`config.mk`:
```
export PLATFORM = sky130hd
export DESIGN_NAME = branch_pred_ctrl_flat
export DESIGN_NICKNAME = d
export VERILOG_FILES = /design/src/rtl/branch_pred_ctrl_pkg.sv /design/src/rtl/branch_pred_ctrl_if.sv /design/src/rtl/sat_counter2.sv /design/src/rtl/branch_pred_ctrl.sv /design/src/flat_wrapper.sv
export SDC_FILE = /design/constraint.sdc
export NUM_CORES = 1
export LEC_CHECK = 0
export BUFFER_PORTS_ARGS = -buffer_cell sky130_fd_sc_hd__buf_4
export CORE_ASPECT_RATIO = 1.1
export CORE_MARGIN = 10
export CORE_UTILIZATION = 25
export CTS_CLUSTER_DIAMETER = 30
export DETAILED_ROUTE_END_ITERATION = 6
export GPL_TIMING_DRIVEN = 0
export PLACE_DENSITY_LB_ADDON = 0.08
export SYNTH_ARGS = -nofsm -noshare
export SYNTH_HDL_FRONTEND = slang
export SYNTH_SLANG_ARGS = --single-unit
export TNS_END_PERCENT = 100
```
`constraint.sdc`:
```
create_clock -name clk -period 4.4 [get_ports clk]
set_clock_uncertainty 0.1 [all_clocks]
set_input_delay 0.66 -clock clk [delete_from_list [all_inputs] [get_ports clk]]
set_output_delay 0.66 -clock clk [all_outputs]
set_load 0.05 [all_outputs]
```
`src/rtl/branch_pred_ctrl_pkg.sv`:
```
// Shared predictor package.
// Holds the 2-bit saturating counter encodings, the default history and
// statistics widths, and the counter step function used by each PHT entry.
package branch_pred_ctrl_pkg;

   localparam int unsigned GHR_W_DEF = 4;
   localparam int unsigned CNT_W_DEF = 16;

   typedef enum logic [1:0] {
      SNT = 2'b00,
      WNT = 2'b01,
      WT  = 2'b10,
      ST  = 2'b11
   } cnt2_e;

   // One saturating step up (taken) or down (not taken).
   function automatic cnt2_e sat_step(input cnt2_e c, input logic up);
      cnt2_e r;
      r = c;
      if (up) begin
         if (c != ST) r = cnt2_e'(c + 2'd1);
      end else begin
         if (c != SNT) r = cnt2_e'(c - 2'd1);
      end
      return r;
   endfunction

endpackage

```
`src/rtl/branch_pred_ctrl_if.sv`:
```
// Predictor bus between the pipeline (master) and the predictor (slave).
// Fetch side: branchF, stallF, pcF in; predTakenF, idxF, historyF out.
// Execute side: branchE, isTakenE, predTakenE, idxE, histE in;
// mispredictE, branchCount, missCount out.
interface branch_pred_ctrl_if
   import branch_pred_ctrl_pkg::*;
#(
   parameter int unsigned GHR_W = GHR_W_DEF,
   parameter int unsigned CNT_W = CNT_W_DEF
);
   logic             branchF;
   logic             stallF;
   logic [31:0]      pcF;
   logic             predTakenF;
   logic [GHR_W-1:0] idxF;
   logic [GHR_W-1:0] historyF;

   logic             branchE;
   logic             isTakenE;
   logic             predTakenE;
   logic [GHR_W-1:0] idxE;
   logic [GHR_W-1:0] histE;
   logic             mispredictE;
   logic [CNT_W-1:0] branchCount;
   logic [CNT_W-1:0] missCount;

   modport master (
      output branchF, stallF, pcF, branchE, isTakenE, predTakenE, idxE, histE,
      input  predTakenF, idxF, historyF, mispredictE, branchCount, missCount
   );

   modport slave (
      input  branchF, stallF, pcF, branchE, isTakenE, predTakenE, idxE, histE,
      output predTakenF, idxF, historyF, mispredictE, branchCount, missCount
   );
endinterface

```
`src/rtl/sat_counter2.sv`:
```
// 2-bit saturating up/down counter, one per PHT entry.
// Ports: clk, reset (async, active-high, resets to WNT), i_en (step this
// cycle), i_up (1 = toward ST, 0 = toward SNT), o_cnt (current value).
module sat_counter2
   import branch_pred_ctrl_pkg::*;
(
   input  logic       clk,
   input  logic       reset,
   input  logic       i_en,
   input  logic       i_up,
   output logic [1:0] o_cnt
);
   cnt2_e r_cnt;

   always_ff @(posedge clk or posedge reset) begin
      if (reset) begin
         r_cnt <= WNT;
      end else if (i_en) begin
         r_cnt <= sat_step(r_cnt, i_up);
      end
   end

   assign o_cnt = r_cnt;
endmodule

```
`src/rtl/branch_pred_ctrl.sv`:
```
// Gshare branch predictor control.
// Ports: clk, reset (async, active-high), bp (slave side of the predictor
// bus). Fetch looks up PHT[pc ^ ghr] combinationally and speculatively
// shifts the prediction into the global history; execute trains the PHT,
// restores history from the returned checkpoint on a mispredict, and
// keeps saturating branch/miss statistics.
module branch_pred_ctrl
   import branch_pred_ctrl_pkg::*;
#(
   parameter int unsigned GHR_W = GHR_W_DEF,
   parameter int unsigned CNT_W = CNT_W_DEF
) (
   input  logic               clk,
   input  logic               reset,
   branch_pred_ctrl_if.slave  bp
);
   localparam int unsigned PHT_N = 1 << GHR_W;

   logic [GHR_W-1:0] r_ghr;
   logic [GHR_W-1:0] w_ghr_d;
   logic [CNT_W-1:0] r_branch_cnt;
   logic [CNT_W-1:0] r_miss_cnt;
   logic [GHR_W-1:0] w_idx_f;
   logic             w_pred_f;
   logic             w_mispredict;
   logic [1:0]       w_pht [PHT_N];

   // PC bits and checkpoint MSB that do not take part in indexing.
   logic w_unused;
   assign w_unused = ^{bp.pcF[31:GHR_W+2], bp.pcF[1:0], bp.histE[GHR_W-1]};

   for (genvar g = 0; g < PHT_N; g++) begin : g_pht
      sat_counter2 u_cnt (
         .clk   (clk),
         .reset (reset),
         .i_en  (bp.branchE && (bp.idxE == GHR_W'(g))),
         .i_up  (bp.isTakenE),
         .o_cnt (w_pht[g])
      );
   end

   // Read returns the pre-edge counter, so a same-cycle write to the
   // same entry is only seen on the following lookup.
   assign w_idx_f      = bp.pcF[GHR_W+1:2] ^ r_ghr;
   assign w_pred_f     = bp.branchF & w_pht[w_idx_f][1];
   assign w_mispredict = bp.branchE & (bp.predTakenE ^ bp.isTakenE);

   always_comb begin
      w_ghr_d = r_ghr;
      if (w_mispredict) begin
         // Restore wins over a speculative fetch shift in the same cycle.
         w_ghr_d = {bp.histE[GHR_W-2:0], bp.isTakenE};
      end else if (bp.branchF && !bp.stallF) begin
         w_ghr_d = {r_ghr[GHR_W-2:0], w_pred_f};
      end
   end

   always_ff @(posedge clk or posedge reset) begin
      if (reset) begin
         r_ghr        <= '0;
         r_branch_cnt <= '0;
         r_miss_cnt   <= '0;
      end else begin
         r_ghr <= w_ghr_d;
         if (bp.branchE && (r_branch_cnt != '1)) begin
            r_branch_cnt <= r_branch_cnt + CNT_W'(1);
         end
         if (w_mispredict && (r_miss_cnt != '1)) begin
            r_miss_cnt <= r_miss_cnt + CNT_W'(1);
         end
      end
   end

   assign bp.predTakenF  = w_pred_f;
   assign bp.idxF        = w_idx_f;
   assign bp.historyF    = r_ghr;
   assign bp.mispredictE = w_mispredict;
   assign bp.branchCount = r_branch_cnt;
   assign bp.missCount   = r_miss_cnt;
endmodule
```
`src/flat_wrapper.sv`:
```
// flat-port wrapper written by rule: the top's interface ports become plain ports
module branch_pred_ctrl_flat import branch_pred_ctrl_pkg::*;
#(
   parameter int unsigned GHR_W = GHR_W_DEF,
   parameter int unsigned CNT_W = CNT_W_DEF
)
  (clk, reset, bp_branchF, bp_stallF, bp_pcF, bp_branchE, bp_isTakenE, bp_predTakenE, bp_idxE, bp_histE, bp_predTakenF, bp_idxF, bp_historyF, bp_mispredictE, bp_branchCount, bp_missCount);
  branch_pred_ctrl_if #(.GHR_W(GHR_W), .CNT_W(CNT_W)) bp_i ();
  input  logic clk;
  input  logic reset;
  input wire logic [$bits(bp_i.branchF)-1:0] bp_branchF;
  input wire logic [$bits(bp_i.stallF)-1:0] bp_stallF;
  input wire logic [$bits(bp_i.pcF)-1:0] bp_pcF;
  input wire logic [$bits(bp_i.branchE)-1:0] bp_branchE;
  input wire logic [$bits(bp_i.isTakenE)-1:0] bp_isTakenE;
  input wire logic [$bits(bp_i.predTakenE)-1:0] bp_predTakenE;
  input wire logic [$bits(bp_i.idxE)-1:0] bp_idxE;
  input wire logic [$bits(bp_i.histE)-1:0] bp_histE;
  output wire logic [$bits(bp_i.predTakenF)-1:0] bp_predTakenF;
  output wire logic [$bits(bp_i.idxF)-1:0] bp_idxF;
  output wire logic [$bits(bp_i.historyF)-1:0] bp_historyF;
  output wire logic [$bits(bp_i.mispredictE)-1:0] bp_mispredictE;
  output wire logic [$bits(bp_i.branchCount)-1:0] bp_branchCount;
  output wire logic [$bits(bp_i.missCount)-1:0] bp_missCount;
  assign bp_i.branchF = bp_branchF;
  assign bp_i.stallF = bp_stallF;
  assign bp_i.pcF = bp_pcF;
  assign bp_i.branchE = bp_branchE;
  assign bp_i.isTakenE = bp_isTakenE;
  assign bp_i.predTakenE = bp_predTakenE;
  assign bp_i.idxE = bp_idxE;
  assign bp_i.histE = bp_histE;
  assign bp_predTakenF = bp_i.predTakenF;
  assign bp_idxF = bp_i.idxF;
  assign bp_historyF = bp_i.historyF;
  assign bp_mispredictE = bp_i.mispredictE;
  assign bp_branchCount = bp_i.branchCount;
  assign bp_missCount = bp_i.missCount;
  branch_pred_ctrl #(.GHR_W(GHR_W), .CNT_W(CNT_W)) u_core (.clk(clk), .reset(reset), .bp(bp_i));
endmodule
```
* Word level (Yosys, flattened, before mapping)
Index checks and enable logic that the tools add are counted.
** Cells by class
- Muxes and demuxes :: 53
- Eq/ne operators :: 49
- Reduce and logical (&&, ||, !) cells :: 70
- $add $sub $neg :: 34
- Bitwise gates (word level) :: 5
- Order comparisons :: 1
** Operators by type and width (count)
- 2-to-1 mux 2 bit :: 50
- nonzero test 2 bit :: 33
- AND reduction 3 bit :: 16
- adder 16 x 1 -> 16 bit (second input constant) :: 2
- adder 2 x 1 -> 2 bit (second input constant) :: 16
- equality test 4 bit (second input constant) :: 8
- != test 16 bit (second input constant) :: 2
- != test 2 x 1 -> 1 bit (second input constant) :: 16
- != test 2 bit (second input constant) :: 16
- subtractor 2 x 1 -> 2 bit (second input constant) :: 16
- logical AND 1 bit :: 19
- equality test 4 x 3 -> 1 bit (second input constant) :: 4
- binary-select mux 2 bit (select 4 bit) :: 1
- equality test 4 x 2 -> 1 bit (second input constant) :: 2
- 2-to-1 mux 4 bit :: 2
- >= comparator 5 bit (second input constant) :: 1
- inverter 4 -> 5 bit :: 1
- equality test 4 x 1 -> 1 bit (second input constant) :: 1
- zero test 4 bit :: 1
- bitwise XOR 4 bit :: 1
- AND 1 bit :: 2
- zero test 1 bit :: 1
- bitwise XOR 1 bit :: 1
** Word-level totals
- Logic and storage cells :: 231
- Bits in registers :: 68
- Bits of input ports :: 47
- Output and inout port bits :: 42

* Logic depth before layout (Yosys ltp)
- Word-level depth :: 8
- Depth in mapped cells :: 7
- Depth with buffers taken out :: 6

* Cells and area by module
Synthesis repeated with hierarchy kept, for this count alone.
** Unflattened totals
- Cells, all modules :: 388
- Area, all modules :: 3935.0 µm²
** By module, submodules not included
- branch_pred_ctrl :: seq. area each 900.9 µm², cells an instance 196, times used 1, area each 2053.2 µm²
- sat_counter2 :: seq. area each 51.3 µm², cells an instance 12, times used 16, area each 117.6 µm²

* Worst setup path before layout
Ideal clock, no wire load.
- Kind :: register -> output
- Start :: register u_core.r_ghr[2], in the netlist u_core.bp.historyF[2]
- End :: output bp_predTakenF
- Buffers on the path :: 0
- Required time :: 3.640 ns
- Arrival time :: 2.538 ns
- Setup slack :: 1.102 ns
- Cell stages (with the launch flop) :: 6
- Path through :: dfrtp_1 > xor2_2 > mux4_1 > a22oi_1 > nand3_1 > and2_2
** Between the ends
- Cells in the longest elaborated chain, start to end :: 6
** Ends and longest elaborated chain
- start: declaration :: RTL line branch_pred_ctrl.sv:19 : logic [GHR_W-1:0] r_ghr;
- start signal: assignment :: RTL line branch_pred_ctrl.sv:64 : r_ghr <= w_ghr_d;
- bitwise XOR 4 bit :: RTL line branch_pred_ctrl.sv:44 : assign w_idx_f = bp.pcF[GHR_W+1:2] ^ r_ghr;
- net bp_idxF[2] :: RTL line flat_wrapper.sv:20 : output wire logic [$bits(bp_i.idxF)-1:0] bp_idxF;
- inverter 4 -> 5 bit (implied by the code) :: RTL line branch_pred_ctrl.sv:45 : assign w_pred_f = bp.branchF & w_pht[w_idx_f][1];
- binary-select mux 2 bit (select 4 bit) :: RTL line branch_pred_ctrl.sv:45
- 2-to-1 mux 2 bit (implied by the code) (2 in series) :: RTL line branch_pred_ctrl.sv:45
- AND 1 bit :: RTL line branch_pred_ctrl.sv:45
- end: declaration :: RTL line flat_wrapper.sv:19 : output wire logic [$bits(bp_i.predTakenF)-1:0] bp_predTakenF;
The timed path passes the listed nets, and every way through them passes these cells. The select of a mux whose other input is x is not followed.

* Worst setup path in the final report
- Start :: register u_core.r_ghr[0], in the netlist u_core.bp.historyF[0]
- End :: output bp_predTakenF
** Between the ends
- Cells in the longest elaborated chain, start to end :: 6
** Ends and longest elaborated chain (RTL line)
- bitwise XOR 4 bit :: branch_pred_ctrl.sv:44
- inverter 4 -> 5 bit (implied by the code) :: branch_pred_ctrl.sv:45
- binary-select mux 2 bit (select 4 bit) :: branch_pred_ctrl.sv:45
- 2-to-1 mux 2 bit (implied by the code) (2 in series) :: branch_pred_ctrl.sv:45
- AND 1 bit :: branch_pred_ctrl.sv:45
No other way between the ends. The select of a mux whose other input is x is not followed.

==> key figures <==
Place
  • Placer Congestion: 0.737
  • Input/output buffers: 58
  • Post-DP HPWL: 7310 µm
  • Pre-CTS WS: 0.887 ns
  • Area after DPL: 0.00428 mm²
  • Placed cell count: 623

Synth
  • Post-synth EDFFs: 0
  • Ys Warns: 0
  • Syn nets: 425
  • Post-synthesis sequential area ratio: 48.1%
  • Largest cells by area after synthesis: dfrtp_1 (36%), dfstp_2 (12%), o21ai_0 (5.9%), xnor2_1 (5.1%), a21oi_1 (3.9%)
  • Mapped Area: 0.00358 mm²
  • Post-synth top area cell: dfrtp_1
  • Async SR Flop Fraction: 100%
  • Syn_area_per_cell: 9.52 µm²
  • Synth unique cells: 46
  • Main synth FF type: dfrtp_1
  • Cells after synthesis: 376
  • Post-synthesis register bit count: 68
  • Area share of the largest cell type after synthesis: 36.4%

Clock network
  • Clock tree sinks: 68
  • CTS resizes: 0
  • Clk buf depth: 2
  • CTS root buf: clkbuf_16
  • Clock slew at reported path FFs: 0.06 ns
  • Total CTS buffers: 9
  • Post-CTS setup buffers: 0
  • Worst-Skew Late Latency: 0.34 ns
  • CTS tree: built
  • H-tree levels: 3
  • Cts hold-fix bufs: 0

Detailed routing
  • Drt drc: 0
  • Vias: 3041
  • Routed WL: 10300 µm
  • DR WL/cell: 16.2 µm
  • 1st-iter DRT viols: 142
  • Final ANT Viol Nets: 0
  • Drt pass-1 iters: 4
  • Avg Vias per Cell: 4.76

Die
  • Initial core utilization: 25.7%
  • Die X: 134 µm
  • Top-Level Pins: 89
  • CORE AREA: 0.0139 mm²
  • Die Area: 0.0195 mm²
  • Die Height: 145 µm
  • Cell row count: 45

STA
  • Slew @ Worst Pin: 0.697 ns
  • Rel. slew slack: 53.2%
  • RSZ-0062 raised after global routing: false
  • Tmin final: 3.50 ns
  • Worst Setup Slack, final: 0.901 ns
  • Final Cycle Share: 79.5%
  • Final hold violations: 0
  • Final setup vio count: 0
  • Fin Setup TNS: 0 ns
  • Final Max Slew Viols: 0
  • Max Clk Rate: 0.286 GHz

Worst setup path
  • Critical path class: flop to output port
  • Critical path's largest stage delay: 0.67 ns
  • Crit end category: output port
  • Worst path cell trace: xnor2_1 > mux4_1 > a22oi_1 > nand3_1 > and2_2 > buf_4
  • Critical Path Start Type: flop
  • Critical path arrival: 2.74 ns
  • Critical-path maximum fanout: 5
  • CP required: 3.64 ns
  • Slowest CP cell: mux4_1

Global route
  • Antenna violations before repair: 0
  • Largest net degree at the start of global routing: 62
  • Vias in the first global route: 3060
  • GRT Overall Usage: 10.9%
  • First-pass GRT wire length: 17000 µm
  • GRT overflow: 0

Layout
  • Fillers: 1473
  • Fin cells: 639
  • Layout area overhead: 27.1%
  • Post-route core utilization: 32.7%
  • Layout cells sized above 1: 22.6%
  • Final Cell Area: 0.00455 mm²
  • Commonest non-fill, non-tap cell in the layout: buf_4
  • Ant diodes: 0
  • Commonest cells after routing, fill and taps aside: buf_4 (59), dfrtp_1 (52), o21ai_0 (42)
  • Nets: 495

Status
  • Status: complete, no violations

Pwr
  • P_leak: 1.89 nW
  • Peak supply drop: 0.322 mV
  • P per Cell Area: 492 mW/mm²

Job
  • Max_cap viols: 0

Min path
  • Min-Delay Path Class: primary input to async pin
-- stage by stage --
stage                     hold WS (ns)  power (W)
final                            0.110    0.00224
after global routing             0.114    0.00236
after CTS                        0.105    0.00228
after detailed placement         0.388    0.00159
after global placement           0.388    0.00158
after floorplan                  0.378    0.00134
-- power by group --
part | switching [W] | total, W | internal, W
Sequential | 0.000125 | 0.000868 | 0.000743
Clock | 0.000293 | 0.000671 | 0.000378
Combinational | 0.000470 | 0.000699 | 0.000229
-- worst paths after layout --
path / from / endpoint / slack (ns) / depth (start not counted)
min in group clk: u_core.g_pht[10].u_cnt.o_cnt[0] / u_core.g_pht[10].u_cnt.o_cnt[0] / 0.40 / 2
worst min register to register: u_core.g_pht[10].u_cnt.o_cnt[0] / u_core.g_pht[10].u_cnt.o_cnt[0] / 0.40 / 2
worst max-delay path: u_core.bp.historyF[0] / bp_predTakenF / 0.90 / 6
worst min-delay path: reset / u_core.bp.missCount[1] / 0.11 / 2
worst max register to register: u_core.bp.historyF[0] / u_core.bp.historyF[0] / 1.97 / 5
max in group asynchronous: reset / u_core.g_pht[2].u_cnt.o_cnt[0] / 3.50 / 3
-- registers in the layout, summed over array words and instances, names as in the netlist --
name,cells
u_core.bp.historyF,4
u_core.bp.missCount,16
u_core.g_pht.u_cnt.o_cnt,32
u_core.bp.branchCount,16
-- cells by family after synthesis --
family,share of synthesized area (%)
AND/OR/NAND/NOR,19.2
XOR/XNOR,8.04
buffers and inverters,3.29
adder cells (fa/ha/maj),0.699
flip-flops,48.1
multiplexers,5.80
AO/OA/AOI/OAI,14.9
-- layout make-up --
class / instances / area [µm²] / area share (%)
Tap cell: 188 / 235 / 5.17
Timing Repair Buffer: 59 / 463 / 10.2
Multi-Input combinational cell: 278 / 1740 / 38.2
Sequential cell: 68 / 1720 / 37.9
Clock buffer: 9 / 225 / 4.95
Clock inverter: 7 / 43.8 / 0.963
Buffer: 11 / 46.3 / 1.02
Inverter: 19 / 73.8 / 1.62
-- synth_stat cells, types with 5 or more instances --
cell,instances
dfrtp_1,52
nand3_1,22
nand3b_1,7
xor2_1,10
dfstp_2,16
nand2_1,32
nor3_1,14
nand4_1,9
a21oi_1,28
nor2_1,28
mux2i_1,8
xnor2_1,21
o21ai_0,42
clkbuf_1,8
o31ai_1,5
and3_1,6
inv_1,17
-- critical path: cells and delay by family, from the launching register on --
kind                      cells  cell delay, ns
AOI/OAI and AO/OA             1            0.18
xor gates and xnor gates      1            0.60
muxes                         1            0.67
DFF                           1            0.42
and+or+nand+nor               2            0.34
buffers and inverters         1            0.18
-- routing by layer --
layer	vias up	global-route usage (%)	routed length, µm
met5	-	0	0
li1	1487	-	-
met4	0	4.47	156
met1	1483	13.8	4890
met3	11	3.45	507
met2	60	16.7	4780
Power figures use the tool's default switching activity.
